--- src/rtl/var_state_loader_pkg.sv ---
`default_nettype none
// ============================================================================
//  Module      : var_state_loader_pkg
//  Description : Shared constants, FSM state encoding and slot-position
//                helper for the var-state loader.
//  Revision    : 1.0 - initial release
// ============================================================================
package var_state_loader_pkg;

    localparam int C_NUM_VARS         = 8;
    localparam int C_WIDTH_VAR_STATES = 17;
    localparam int C_WIDTH_ADDR       = 16;
    localparam int C_WIDTH_CNT        = 4;

    typedef enum logic [2:0] {
        ST_IDLE       = 3'd0,
        ST_LOAD       = 3'd1,
        ST_LOAD_LAST  = 3'd2,
        ST_STORE_SNAP = 3'd3,
        ST_STORE      = 3'd4,
        ST_DONE       = 3'd5
    } state_t;

    // Slot 0 occupies the most significant field of a packed state bus, so
    // slot k starts (num_vars-1-k) fields above bit 0.
    function automatic int slot_lsb(input int k, input int num_vars, input int width);
        return width * (num_vars - 1 - k);
    endfunction

endpackage : var_state_loader_pkg
`default_nettype wire

--- src/rtl/var_state_loader_if.sv ---
`default_nettype none
// ============================================================================
//  Module      : var_state_loader_if
//  Description : Control, RAM and engine-side buses of the var-state loader.
//                slave  = the loader itself, master = controller/RAM/engine.
//  Revision    : 1.0 - initial release
// ============================================================================
interface var_state_loader_if
    import var_state_loader_pkg::*;
#(
    parameter int NUM_VARS         = C_NUM_VARS,
    parameter int WIDTH_VAR_STATES = C_WIDTH_VAR_STATES,
    parameter int WIDTH_ADDR       = C_WIDTH_ADDR,
    parameter int WIDTH_CNT        = C_WIDTH_CNT
);

    logic                                 start_load_i;
    logic                                 start_store_i;
    logic [WIDTH_ADDR-1:0]                base_addr_i;
    logic [WIDTH_CNT-1:0]                 num_vars_i;
    logic                                 busy_o;
    logic                                 done_o;
    logic                                 ram_rd_o;
    logic                                 ram_wr_o;
    logic [WIDTH_ADDR-1:0]                ram_addr_o;
    logic [WIDTH_VAR_STATES-1:0]          ram_wdata_o;
    logic [WIDTH_VAR_STATES-1:0]          ram_rdata_i;
    logic [NUM_VARS-1:0]                  wr_states_o;
    logic [WIDTH_VAR_STATES*NUM_VARS-1:0] vars_states_o;
    logic [WIDTH_VAR_STATES*NUM_VARS-1:0] vars_states_i;

    modport slave (
        input  start_load_i, start_store_i, base_addr_i, num_vars_i,
        input  ram_rdata_i, vars_states_i,
        output busy_o, done_o, ram_rd_o, ram_wr_o, ram_addr_o, ram_wdata_o,
        output wr_states_o, vars_states_o
    );

    modport master (
        output start_load_i, start_store_i, base_addr_i, num_vars_i,
        output ram_rdata_i, vars_states_i,
        input  busy_o, done_o, ram_rd_o, ram_wr_o, ram_addr_o, ram_wdata_o,
        input  wr_states_o, vars_states_o
    );

endinterface : var_state_loader_if
`default_nettype wire

--- src/rtl/var_state_loader.sv ---
`default_nettype none
// ============================================================================
//  Module      : var_state_loader
//  Description : Moves one bin of variable states between the global
//                var-state RAM and the sat engine's slot array. LOAD streams
//                RAM words into engine slots; STORE snapshots the engine bus
//                and writes it back to RAM one word per cycle.
//  Revision    : 1.0 - initial release
// ============================================================================
module var_state_loader
    import var_state_loader_pkg::*;
#(
    parameter int NUM_VARS         = C_NUM_VARS,
    parameter int WIDTH_VAR_STATES = C_WIDTH_VAR_STATES,
    parameter int WIDTH_ADDR       = C_WIDTH_ADDR,
    parameter int WIDTH_CNT        = C_WIDTH_CNT
)(
    input  wire logic         clk,
    input  wire logic         rst,
    var_state_loader_if.slave bus
);

    localparam logic [WIDTH_CNT-1:0] C_CNT_MAX  = WIDTH_CNT'(NUM_VARS);
    localparam logic [WIDTH_CNT-1:0] C_CNT_LAST = WIDTH_CNT'(NUM_VARS - 1);
    localparam logic [WIDTH_CNT-1:0] C_CNT_ONE  = WIDTH_CNT'(1);

    state_t                               r_state;
    state_t                               w_next_state;
    logic [WIDTH_CNT-1:0]                 r_cnt;
    logic [WIDTH_CNT-1:0]                 r_num;
    logic [WIDTH_ADDR-1:0]                r_base;
    logic [WIDTH_VAR_STATES*NUM_VARS-1:0] r_snap;

    logic [WIDTH_CNT-1:0]                 w_num_clamped;
    logic                                 w_start_any;
    logic                                 w_load_active;
    logic [WIDTH_CNT-1:0]                 w_load_slot;
    logic [WIDTH_VAR_STATES-1:0]          w_load_data;

    // Requested slot count is saturated to the bin size before it is latched.
    assign w_num_clamped = (bus.num_vars_i > C_CNT_MAX) ? C_CNT_MAX : bus.num_vars_i;
    assign w_start_any   = bus.start_load_i | bus.start_store_i;

    // State register; reset abandons any operation in flight.
    always_ff @(posedge clk) begin
        if (!rst) begin
            r_state <= ST_IDLE;
        end else begin
            r_state <= w_next_state;
        end
    end

    // Next-state decode plus RAM strobes, address and status outputs.
    always_comb begin
        w_next_state   = r_state;
        bus.busy_o     = (r_state != ST_IDLE);
        bus.done_o     = 1'b0;
        bus.ram_rd_o   = 1'b0;
        bus.ram_wr_o   = 1'b0;
        bus.ram_addr_o = '0;
        case (r_state)
            ST_IDLE: begin
                // LOAD takes priority when both starts arrive together.
                if (bus.start_load_i) begin
                    w_next_state = ST_LOAD;
                end else if (bus.start_store_i) begin
                    w_next_state = ST_STORE_SNAP;
                end
            end
            ST_LOAD: begin
                // Slots past the valid count are zero-filled without a read.
                if (r_cnt < r_num) begin
                    bus.ram_rd_o   = 1'b1;
                    bus.ram_addr_o = r_base + WIDTH_ADDR'(r_cnt);
                end
                if (r_cnt == C_CNT_LAST) begin
                    w_next_state = ST_LOAD_LAST;
                end
            end
            ST_LOAD_LAST: begin
                w_next_state = ST_DONE;
            end
            ST_STORE_SNAP: begin
                w_next_state = (r_num == '0) ? ST_DONE : ST_STORE;
            end
            ST_STORE: begin
                bus.ram_wr_o   = 1'b1;
                bus.ram_addr_o = r_base + WIDTH_ADDR'(r_cnt);
                if ((r_cnt + C_CNT_ONE) == r_num) begin
                    w_next_state = ST_DONE;
                end
            end
            ST_DONE: begin
                bus.done_o   = 1'b1;
                w_next_state = ST_IDLE;
            end
            default: begin
                w_next_state = ST_IDLE;
            end
        endcase
    end

    // Slot counter and operands latched when a start is accepted.
    always_ff @(posedge clk) begin
        if (!rst) begin
            r_cnt  <= '0;
            r_num  <= '0;
            r_base <= '0;
        end else begin
            case (r_state)
                ST_IDLE: begin
                    r_cnt <= '0;
                    if (w_start_any) begin
                        r_base <= bus.base_addr_i;
                        r_num  <= w_num_clamped;
                    end
                end
                ST_LOAD, ST_STORE: begin
                    r_cnt <= r_cnt + C_CNT_ONE;
                end
                default: begin
                    r_cnt <= '0;
                end
            endcase
        end
    end

    // Engine bus snapshot, taken once so later engine activity cannot leak into RAM.
    always_ff @(posedge clk) begin
        if (!rst) begin
            r_snap <= '0;
        end else if (r_state == ST_STORE_SNAP) begin
            r_snap <= bus.vars_states_i;
        end
    end

    // Slot-select mux: routes read data into the slot issued one cycle earlier,
    // and picks the snapshot slot being stored.
    always_comb begin
        w_load_active     = ((r_state == ST_LOAD) && (r_cnt != '0)) || (r_state == ST_LOAD_LAST);
        w_load_slot       = (r_state == ST_LOAD_LAST) ? C_CNT_LAST : (r_cnt - C_CNT_ONE);
        w_load_data       = (w_load_slot < r_num) ? bus.ram_rdata_i : '0;
        bus.wr_states_o   = '0;
        bus.vars_states_o = '0;
        bus.ram_wdata_o   = '0;
        for (int k = 0; k < NUM_VARS; k++) begin
            if (w_load_active && (w_load_slot == WIDTH_CNT'(k))) begin
                bus.wr_states_o[NUM_VARS-1-k] = 1'b1;
                bus.vars_states_o[slot_lsb(k, NUM_VARS, WIDTH_VAR_STATES) +: WIDTH_VAR_STATES] = w_load_data;
            end
            if ((r_state == ST_STORE) && (r_cnt == WIDTH_CNT'(k))) begin
                bus.ram_wdata_o = r_snap[slot_lsb(k, NUM_VARS, WIDTH_VAR_STATES) +: WIDTH_VAR_STATES];
            end
        end
    end

endmodule : var_state_loader
`default_nettype wire

--- src/flat_wrapper.sv ---
// flat-port wrapper written by rule: the top's interface ports become plain ports
module var_state_loader_flat import var_state_loader_pkg::*;
#(
    parameter int NUM_VARS         = C_NUM_VARS,
    parameter int WIDTH_VAR_STATES = C_WIDTH_VAR_STATES,
    parameter int WIDTH_ADDR       = C_WIDTH_ADDR,
    parameter int WIDTH_CNT        = C_WIDTH_CNT
)
  (clk, rst, bus_start_load_i, bus_start_store_i, bus_base_addr_i, bus_num_vars_i, bus_ram_rdata_i, bus_vars_states_i, bus_busy_o, bus_done_o, bus_ram_rd_o, bus_ram_wr_o, bus_ram_addr_o, bus_ram_wdata_o, bus_wr_states_o, bus_vars_states_o);
  var_state_loader_if #(.NUM_VARS(NUM_VARS), .WIDTH_VAR_STATES(WIDTH_VAR_STATES), .WIDTH_ADDR(WIDTH_ADDR), .WIDTH_CNT(WIDTH_CNT)) bus_i ();
  input  wire logic clk;
  input  wire logic rst;
  input wire logic [$bits(bus_i.start_load_i)-1:0] bus_start_load_i;
  input wire logic [$bits(bus_i.start_store_i)-1:0] bus_start_store_i;
  input wire logic [$bits(bus_i.base_addr_i)-1:0] bus_base_addr_i;
  input wire logic [$bits(bus_i.num_vars_i)-1:0] bus_num_vars_i;
  input wire logic [$bits(bus_i.ram_rdata_i)-1:0] bus_ram_rdata_i;
  input wire logic [$bits(bus_i.vars_states_i)-1:0] bus_vars_states_i;
  output wire logic [$bits(bus_i.busy_o)-1:0] bus_busy_o;
  output wire logic [$bits(bus_i.done_o)-1:0] bus_done_o;
  output wire logic [$bits(bus_i.ram_rd_o)-1:0] bus_ram_rd_o;
  output wire logic [$bits(bus_i.ram_wr_o)-1:0] bus_ram_wr_o;
  output wire logic [$bits(bus_i.ram_addr_o)-1:0] bus_ram_addr_o;
  output wire logic [$bits(bus_i.ram_wdata_o)-1:0] bus_ram_wdata_o;
  output wire logic [$bits(bus_i.wr_states_o)-1:0] bus_wr_states_o;
  output wire logic [$bits(bus_i.vars_states_o)-1:0] bus_vars_states_o;
  assign bus_i.start_load_i = bus_start_load_i;
  assign bus_i.start_store_i = bus_start_store_i;
  assign bus_i.base_addr_i = bus_base_addr_i;
  assign bus_i.num_vars_i = bus_num_vars_i;
  assign bus_i.ram_rdata_i = bus_ram_rdata_i;
  assign bus_i.vars_states_i = bus_vars_states_i;
  assign bus_busy_o = bus_i.busy_o;
  assign bus_done_o = bus_i.done_o;
  assign bus_ram_rd_o = bus_i.ram_rd_o;
  assign bus_ram_wr_o = bus_i.ram_wr_o;
  assign bus_ram_addr_o = bus_i.ram_addr_o;
  assign bus_ram_wdata_o = bus_i.ram_wdata_o;
  assign bus_wr_states_o = bus_i.wr_states_o;
  assign bus_vars_states_o = bus_i.vars_states_o;
  var_state_loader #(.NUM_VARS(NUM_VARS), .WIDTH_VAR_STATES(WIDTH_VAR_STATES), .WIDTH_ADDR(WIDTH_ADDR), .WIDTH_CNT(WIDTH_CNT)) u_core (.clk(clk), .rst(rst), .bus(bus_i));
endmodule
--- config.mk ---
export PLATFORM = sky130hd
export DESIGN_NAME = var_state_loader_flat
export DESIGN_NICKNAME = d
export VERILOG_FILES = /design/src/rtl/var_state_loader_pkg.sv /design/src/rtl/var_state_loader_if.sv /design/src/rtl/var_state_loader.sv /design/src/flat_wrapper.sv
export SDC_FILE = /design/constraint.sdc
export NUM_CORES = 1
export LEC_CHECK = 0
export BUFFER_PORTS_ARGS = -buffer_cell sky130_fd_sc_hd__buf_4
export CAP_MARGIN = 40
export CORE_MARGIN = 8
export CORE_UTILIZATION = 30
export CTS_BUF_LIST = sky130_fd_sc_hd__clkbuf_2
export DETAILED_ROUTE_END_ITERATION = 8
export PLACE_DENSITY = 0.57
export SYNTH_ARGS = -nofsm -noshare
export SYNTH_HDL_FRONTEND = slang
export SYNTH_SLANG_ARGS = --single-unit
export TNS_END_PERCENT = 100
--- constraint.sdc ---
create_clock -name clk -period 9.2 [get_ports clk]
set_input_delay 1.84 -clock clk [delete_from_list [all_inputs] [get_ports clk]]
set_output_delay 1.84 -clock clk [all_outputs]
set_load 0.05 [all_outputs]
==> results of run 1 <==
[final cells by class]
| type | count | share of cell area |
|---|---|---|
| multi-input combinational | 997 | 0.437 |
| sequential | 163 | 0.267 |
| timing repair buffer | 370 | 0.229 |
| tap | 396 | 0.0405 |
| clock inverter | 14 | 0.0103 |
| inverter | 28 | 0.00859 |
| clock buffer | 18 | 0.00737 |
| antenna | 2 | 0.000409 |
[kinds of logic (layout without fill, tap and decap cells)]
| logic type | count (synthesis) | in the layout | synth area share |
|---|---|---|---|
| simple gates | 649 | 649 | 0.304 |
| compound gates | 314 | 314 | 0.238 |
| flops | 163 | 163 | 0.357 |
| buf+inv | 128 | 430 | 0.0604 |
| xor+xnor | 18 | 18 | 0.0173 |
| fa+ha+maj | 16 | 16 | 0.0228 |
| other cells | 0 | 2 | 0 |
[state kept, by name, summed over array words and instances, names as in the netlist]
register        cells
u_core.r_base      16
u_core.r_cnt        4
u_core.r_num        4
u_core.r_snap     136
u_core.r_state      3
[power by group through the flow]
stage          sequential (uW)  clock (uW)  combinational (uW)
6_report                   742         380                 264
5_1_grt                    745         423                 287
4_1_cts                    741         397                 266
3_5_place_dp               754           0                 265
3_3_place_gp               754           0                 262
2_1_floorplan              746           0                 155
[critical path, cell delays in order (launching register included)]
cell	delay (ns)
dfxtp_1	0.73
inv_1	0.25
ha_2	0.25
buf_4	0.29
nor2_1	0.53
nand3_1	0.17
a21boi_2	0.35
o221ai_1	0.21
o22ai_1	0.23
buf_4	0.25
[Yosys cell counts, types with 4 or more instances]
master	instances	area share
o21ai_0	27	0.015
or3_1	4	0.0027
dfxtp_1	163	0.36
nand2_4	4	0.0049
a21oi_1	58	0.032
buf_2	21	0.012
buf_6	6	0.0074
clkbuf_1	70	0.029
inv_1	28	0.012
ha_1	15	0.021
nand3b_1	12	0.0099
o221ai_1	6	0.0058
nor2_1	178	0.073
xor2_1	6	0.0058
o211a_1	6	0.0066
nor3_1	7	0.0038
nand3_1	19	0.010
a211oi_1	15	0.012
nand2b_1	26	0.018
and3_1	6	0.0041
a21boi_0	157	0.13
nand2_1	357	0.15
a221oi_1	11	0.011
o22ai_1	17	0.012
nand2b_2	10	0.0096
xnor2_1	12	0.012
nor2b_1	7	0.0048
[metrics by stage]
stage / cell area (um2) / setup WS [ns] / power, uW
finish: 12200 / 3.41 / 1390
global route: 12200 / 2.99 / 1450
detailed placement: 12000 / 4.06 / 1020
floorplan: 9130 / 3.49 / 902
global placement: 12000 / 4.06 / 1020
CTS: 12200 / 3.22 / 1400
[worst paths after layout]
path / to / slack (ns) / cells past startpoint
max: bus_ram_wdata_o[10] / 3.41 / 9
min: u_core.r_snap[49]$_SDFFE_PN0P_ / 0.48 / 2
max reg2reg: u_core.r_snap[82]$_SDFFE_PN0P_ / 6.68 / 6
min reg2reg: u_core.r_snap[49]$_SDFFE_PN0P_ / 0.48 / 2
[layer usage]
| layer | global-route usage | wire length [um] | up-vias |
|---|---|---|---|
| li1 | - | - | 4836 |
| met1 | 0.218 | 14800 | 4452 |
| met2 | 0.347 | 18600 | 345 |
| met3 | 0.0614 | 3130 | 56 |
| met4 | 0.0808 | 1360 | 12 |
| met5 | 0 | 73 | - |
==> results.cfg, run 1 <==
[synth]
synth_cell_types = 50
yosys_warnings = 0
synth_edf_count = 0
avgSynthCellArea_um2 = 7.09
async_reset_ff_frac = 0
ys_seq_area_frac = 0.357
synthCells = 1288
synth_nets = 1481
syn_area_um2 = 9130
ys.flop_type = dfxtp_1
ys_seq_elements = 163

[routing]
vias = 9701
firstDrtPassIters = 5
ant_nets = 0
first_iter_violations = 663
routed_wl_mm = 38.0
wl_per_cell_um = 19.1
vias_per_cell = 4.88
drcViolationCount = 0

[cells_and_area]
fin_nets = 1770
drive_gt1_frac = 0.267
synthToLayoutAreaGrowth_pct = 34.0
final_util = 0.404
final_cell_mix = 368 x buf_4, 356 x nand2_1, 178 x nor2_1, 163 x dfxtp_1, 157 x a21boi_0
regArea_um2 = 3260
layout.cells.non_filler = 1988
multi_input_area_um2 = 5340
n_fill_cell = 3247
layout_commonest_cell = buf_4

[sta]
tightest_slew_ns = 0.833
period_needed_ns = 5.79
slew_headroom = 0.444
finalSetupViolCount = 0
period_share = 0.629
drv_slew = 0
tns_ns = 0
timing.fmax_mhz = 173
hold_viol_final = 0
whs_ns = 0.479
rsz0062_at_grt = no
skew_ns = 0.0242

[placed_design]
portBuffers = 357
post-dp-hpwl_mm = 29.9
dp.cells = 1954
place_congestion = 0.857

[pwr]
switching_share = 0.322
power_density_nw_per_um2 = 113
power_frac_clock = 0.275
seqPwrFrac = 0.535
combPwrFrac = 0.190
p_sw_uw = 446
cellLeakagePower_uw = 0.00475
p_int_uw = 940
ir_worst_vdd_mv = 0.0864

[clocking]
post-cts-setup-buffer-count = 0
clk_pin_slew_ns = 0.26
postCtsResizedCells = 0
numCtsBuffers = 17
root_buffer = clkbuf_2
cts.sinks = 163
clockBufferDepth = 2
hold_buffers = 0
worstSkewPairLatency_ns = 0.70
cts_max_level = 4
tritoncts = built

[floorplanning]
die_h_um = 190
dieWidth_um = 190
pin_count = 358
placementRows = 64
core_region_area_um2 = 30300
die_area_um2 = 36300
initial_core_util = 0.302

[worst_setup_path]
reg2reg_from = u_core.r_state[1]$_SDFFE_PN0P_
path_class = flop to output port
startpoint_type = flop
crit_start = u_core.r_cnt[0]$_SDFF_PN0_
crit_required_ns = 7.36
critical_path.endpoint_type = output port
cp.arrival_ns = 3.95
path_max_fanout = 58

[grt]
grt_max_degree = 91
track_usage = 0.197
overflow = 0
antenna_found_initial = 8
grt_pass1_vias = 9559
grt_pass1_wl_mm = 56.2

[flow_run]
drv_cap = 0

[hold_path]
min-delay-start = u_core.r_snap[49]$_SDFFE_PN0P_
hold_class = flop to flop

[run_status]
status = finished clean
No activity file was read; power rests on OpenSTA's default activity.
==> inputs of run 2 (changes only) <==
==> constraint.sdc (replaced) <==
create_clock -name clk -period 5.85 [get_ports clk]
set_input_delay 1.17 -clock clk [delete_from_list [all_inputs] [get_ports clk]]
set_output_delay 1.17 -clock clk [all_outputs]
set_load 0.05 [all_outputs]
==> run 2 against run 1 <==
  * Non-clock buffer count up 3
  * Critical endpoint is now bus_vars_states_o[12]
  * Flip-flop and latch count unchanged
  * Clock power grew 94%
  * Combinational power rose by 63%
  * Sequential power up 58%
  * Die area stayed put
  * Sequential share of layout area is 0.29 points lower
  * Largest cell class unchanged
==> results.cfg, run 2 (synthesis gave the netlist of run 1 again) <==
[run_status]
status = finished clean

[placed_design]
portBuffers = 357
post-dp-hpwl_mm = 29.4
place_congestion = 0.869
dp.cells = 1957
dp_worst_setup_slack_ns = 1.52

[routing]
dr_wl_met2_mm = 18.1
routed_wl_mm = 37.8
route.met3.wl_mm = 2.58
vias_per_cell = 4.86
firstDrtPassIters = 4
top_layer = met5
met1Wirelength_mm = 15.9
drcViolationCount = 0
ant_nets = 0
wl_per_cell_um = 19.0
vias = 9680
first_iter_violations = 617

[clocking]
postCtsResizedCells = 0
clockBufferDepth = 2
root_buffer = clkbuf_2
post-cts-setup-buffer-count = 0
tritoncts = built
numCtsBuffers = 17
hold_buffers = 0
cts_max_level = 4
clk_pin_slew_ns = 0.25
cts.sinks = 163
worstSkewPairLatency_ns = 0.73

[cells_and_area]
largest_reg_flops = 136
final_cell_mix = 370 x buf_4, 356 x nand2_1, 178 x nor2_1, 163 x dfxtp_1, 157 x a21boi_0
synthToLayoutAreaGrowth_pct = 35.5
reg_top3 = u_core.r_snap (136), u_core.r_base (16)
layout_commonest_cell = buf_4
regMostFlops = u_core.r_snap
layout.cells.non_filler = 1990
fin_nets = 1773
n_fill_cell = 3211
regArea_um2 = 3260
multi_input_area_um2 = 5340
drive_gt1_frac = 0.271

[worst_setup_path]
path_max_fanout = 36
reg2reg_slack_ns = 3.15
reg2reg_from = u_core.r_state[1]$_SDFFE_PN0P_
crit_required_ns = 4.68
critical_path.endpoint_type = output port
startpoint_type = flop
reg2reg_to = u_core.r_snap[117]$_SDFFE_PN0P_
crit_start = u_core.r_cnt[0]$_SDFF_PN0_
rr_worst_depth = 5
cp.arrival_ns = 3.93
path_class = flop to output port
crit_end = bus_vars_states_o[12]

[floorplanning]
initial_core_util = 0.302
die_h_um = 190
core_region_area_um2 = 30300
dieWidth_um = 190
placementRows = 64
pin_count = 358
die_area_um2 = 36300

[pwr]
total_power_uw = 2330
seqPwrFrac = 0.500
p_sw_uw = 773
power_frac_clock = 0.317
power_density_nw_per_um2 = 189
p_int_uw = 1560
combPwrFrac = 0.184
cellLeakagePower_uw = 0.00481
ir_worst_vdd_mv = 0.117
switching_share = 0.331

[grt]
track_usage = 0.199
antenna_found_initial = 5
grt_max_degree = 99
overflow = 0
grt_pass1_vias = 9548
grt_pass1_wl_mm = 56.6

[sta]
rsz0062_at_grt = no
tightest_slew_ns = 0.884
period_needed_ns = 5.10
finalSetupViolCount = 0
hold_viol_final = 0
slew_headroom = 0.410
tns_ns = 0
period_share = 0.872
fin_ws_ns = 0.750
timing.fmax_mhz = 196
whs_ns = 0.479
skew_ns = 0.0484
drv_slew = 0

[flow_run]
drv_cap = 0

[hold_path]
hold_class = flop to flop
run 2: cell types whose count changed in the layout (fill, tap and decap cells not counted), sizes merged:
cell,change
clkbuf,-1
buf,+3
clkinv,-1
bufinv,+1
diode,-1
inv,+1
run 2: cell type report:
type                            instances  share of cell area
Sequential cell                       163               0.264
Clock buffer                           17             0.00688
Antenna cell                            1            0.000202
Clock inverter                         15              0.0187
Multi-Input combinational cell        997               0.432
Timing Repair Buffer                  373               0.230
Tap cell                              396              0.0401
Inverter                               28             0.00850
run 2: worst min path at each step:
stage,from,cells past startpoint,slack (ns),to
finish,u_core.r_snap[50]$_SDFFE_PN0P_,2,0.48,u_core.r_snap[50]$_SDFFE_PN0P_
global route,bus_vars_states_i[110],3,0.47,u_core.r_snap[110]$_SDFFE_PN0P_
CTS,u_core.r_snap[50]$_SDFFE_PN0P_,2,0.48,u_core.r_snap[50]$_SDFFE_PN0P_
detailed placement,u_core.r_snap[50]$_SDFFE_PN0P_,2,0.45,u_core.r_snap[50]$_SDFFE_PN0P_
global placement,u_core.r_snap[64]$_SDFFE_PN0P_,2,0.45,u_core.r_snap[64]$_SDFFE_PN0P_
floorplan,u_core.r_snap[119]$_SDFFE_PN0P_,2,0.44,u_core.r_snap[119]$_SDFFE_PN0P_
run 2: per-layer routing:
layer / global-route usage / vias up
met5: 0 / -
met4: 0.0677 / 8
met3: 0.0503 / 46
met2: 0.342 / 334
met1: 0.239 / 4451
li1: - / 4841
run 2: worst max-delay path: stages, from the launching register on:
cell and delay [ns]:
dfxtp_1 0.56, inv_1 0.25, ha_1 0.22, buf_4 0.40
or3b_2 0.50, nand4_1 0.20, o31a_1 0.71, nor2_1 0.14
buf_4 0.23
run 2: through the flow:
| stage | util | cell area [um2] |
|---|---|---|
| 6_report | 0.409 | 12400 |
| 5_1_grt | 0.409 | 12400 |
| 4_1_cts | 0.408 | 12400 |
| 3_5_place_dp | 0.398 | 12000 |
| 3_3_place_gp | 0.396 | 12000 |
| 2_1_floorplan | - | 9130 |
run 2: power by group through the flow:
| stage | registers (uW) | logic [uW] | clock network, uW |
|---|---|---|---|
| final | 1170 | 429 | 739 |
| after detailed placement | 1180 | 432 | 0 |
| after global placement | 1180 | 423 | 0 |
| after CTS | 1170 | 433 | 770 |
| after floorplan | 1170 | 244 | 0 |
| after global routing | 1170 | 467 | 806 |
==> inputs of run 3 (changes only) <==
--- a/config.mk
+++ b/config.mk
@@ -11,7 +11,6 @@
 export CORE_UTILIZATION = 30
 export CTS_BUF_LIST = sky130_fd_sc_hd__clkbuf_2
 export DETAILED_ROUTE_END_ITERATION = 8
-export PLACE_DENSITY = 0.57
 export SYNTH_ARGS = -nofsm -noshare
 export SYNTH_HDL_FRONTEND = slang
 export SYNTH_SLANG_ARGS = --single-unit
==> run 3 against run 2 <==
  * Flip-flop and latch count stayed put
  * Clock power is 7.2% lower
  * Hold slack better by 0.0010 ns
  * Sequential share of layout area is 0.072 points higher
  * Critical path depth is 1 higher
  * Die area stayed put
  * Cell area is 0.27% lower
  * Worst setup slack worse by 0.085 ns
  * Power is 2.1% lower
  * Critical endpoint is now bus_vars_states_o[69]
  * Largest power group unchanged
==> results.cfg, run 3 (synthesis gave the netlist of run 1 again) <==
[worst_setup_path]
path_max_fanout = 36
startpoint_type = flop
path_class = flop to output port
cp.arrival_ns = 4.02
crit_required_ns = 4.68
critical_path.endpoint_type = output port

[floorplanning]
die_area_um2 = 36300
dieWidth_um = 190
core_region_area_um2 = 30300
die_h_um = 190
initial_core_util = 0.302
placementRows = 64
pin_count = 358

[cells_and_area]
layout_commonest_cell = buf_4
largest_reg_flops = 136
n_fill_cell = 3200
fin_nets = 1773
final_cell_mix = 369 x buf_4, 356 x nand2_1, 178 x nor2_1, 163 x dfxtp_1, 157 x a21boi_0
synthToLayoutAreaGrowth_pct = 35.1
reg_top3 = u_core.r_snap (136), u_core.r_base (16)
regMostFlops = u_core.r_snap
drive_gt1_frac = 0.271
final_util = 0.407

[placed_design]
place_congestion = 0.859
portBuffers = 357
post-dp-hpwl_mm = 29.6

[sta]
period_share = 0.886
finalSetupViolCount = 0
timing.fmax_mhz = 193
rsz0062_at_grt = no
tns_ns = 0
tightest_slew_ns = 0.862
hold_viol_final = 0
skew_ns = 0.0767
period_needed_ns = 5.19
drv_slew = 0
slew_headroom = 0.423

[grt]
antenna_found_initial = 4
grt_max_degree = 97
track_usage = 0.199
overflow = 0
grt_pass1_vias = 9556
grt_pass1_wl_mm = 56.3

[pwr]
ir_worst_vdd_mv = 0.111
power_density_nw_per_um2 = 185
total_power_uw = 2290
cellLeakagePower_uw = 0.00480

[flow_run]
drv_cap = 0

[clocking]
hold_buffers = 0
tritoncts = built
cts_max_level = 4
clk_pin_slew_ns = 0.24
post-cts-setup-buffer-count = 0
worstSkewPairLatency_ns = 0.76
root_buffer = clkbuf_2
cts.sinks = 163
clockBufferDepth = 2
postCtsResizedCells = 0
numCtsBuffers = 17

[routing]
wl_per_cell_um = 19.1
firstDrtPassIters = 5
vias = 9689
ant_nets = 0
routed_wl_mm = 38.1
first_iter_violations = 726
drcViolationCount = 0
vias_per_cell = 4.87

[hold_path]
hold_class = flop to flop

[run_status]
status = finished clean
==> run 3: cell types whose count changed in the layout (fill, tap and decap cells not counted), sizes merged <==
| cell | change |
|---|---|
| inv | -2 |
| clkbuf | +2 |
| clkinv | -2 |
| clkinvlp | +2 |
==> run 3: routing by layer <==
metal  GRT usage  share of wire  up-vias
met1       0.237           0.43     4485
met4      0.0567          0.022        6
met3      0.0435          0.061       43
met2       0.353           0.49      319
met5           0        0.00089        -
li1            -              -     4836
==> run 3: area by class of cell <==
class | count | area [um2] | share of cell area
multi-input cells | 997 | 5340 | 0.433
flip-flops and latches | 163 | 3260 | 0.265
repair buffers | 373 | 2860 | 0.232
well taps | 396 | 495 | 0.0402
clock inverters | 13 | 171 | 0.0139
inverters | 28 | 105 | 0.00852
clock buffers | 19 | 95.1 | 0.00771
diodes | 1 | 2.50 | 0.000203
==> run 3: power by group <==
| group | internal, uW | switching, uW | leakage (uW) |
|---|---|---|---|
| Clock | 218 | 468 | 0.000155 |
| Combinational | 184 | 251 | 0.00332 |
| Sequential | 1140 | 25.1 | 0.00132 |
==> run 3: worst max-delay path: stages, from the launching register on <==
cell     delay (ns)
dfxtp_1        0.71
inv_1          0.22
ha_1           0.28
buf_4          0.27
or3b_2         0.26
nand4_1        0.21
nor3_1         0.56
nand2_4        0.23
nor2_1         0.29
buf_4          0.26
==> run 3: metrics by stage <==
step / setup slack (ns) / hold slack, ns / instances / area, um2
2_1_floorplan: 0.814 / 0.439 / 1288 / 9130
3_3_place_gp: 1.33 / 0.450 / 1953 / 12000
3_5_place_dp: 1.38 / 0.456 / 1957 / 12100
4_1_cts: 0.498 / 0.484 / 1989 / 12300
5_1_grt: 0.319 / 0.496 / 1990 / 12300
6_report: 0.664 / 0.480 / 1990 / 12300
==> run 3: worst paths after layout <==
path                                   from                             end  slack, ns  cells past startpoint
min          u_core.r_snap[30]$_SDFFE_PN0P_  u_core.r_snap[30]$_SDFFE_PN0P_       0.48                      2
max reg2reg  u_core.r_state[1]$_SDFFE_PN0P_  u_core.r_snap[66]$_SDFFE_PN0P_       3.08                      5
min reg2reg  u_core.r_snap[30]$_SDFFE_PN0P_  u_core.r_snap[30]$_SDFFE_PN0P_       0.48                      2
max              u_core.r_cnt[0]$_SDFF_PN0_           bus_vars_states_o[69]       0.66                      9
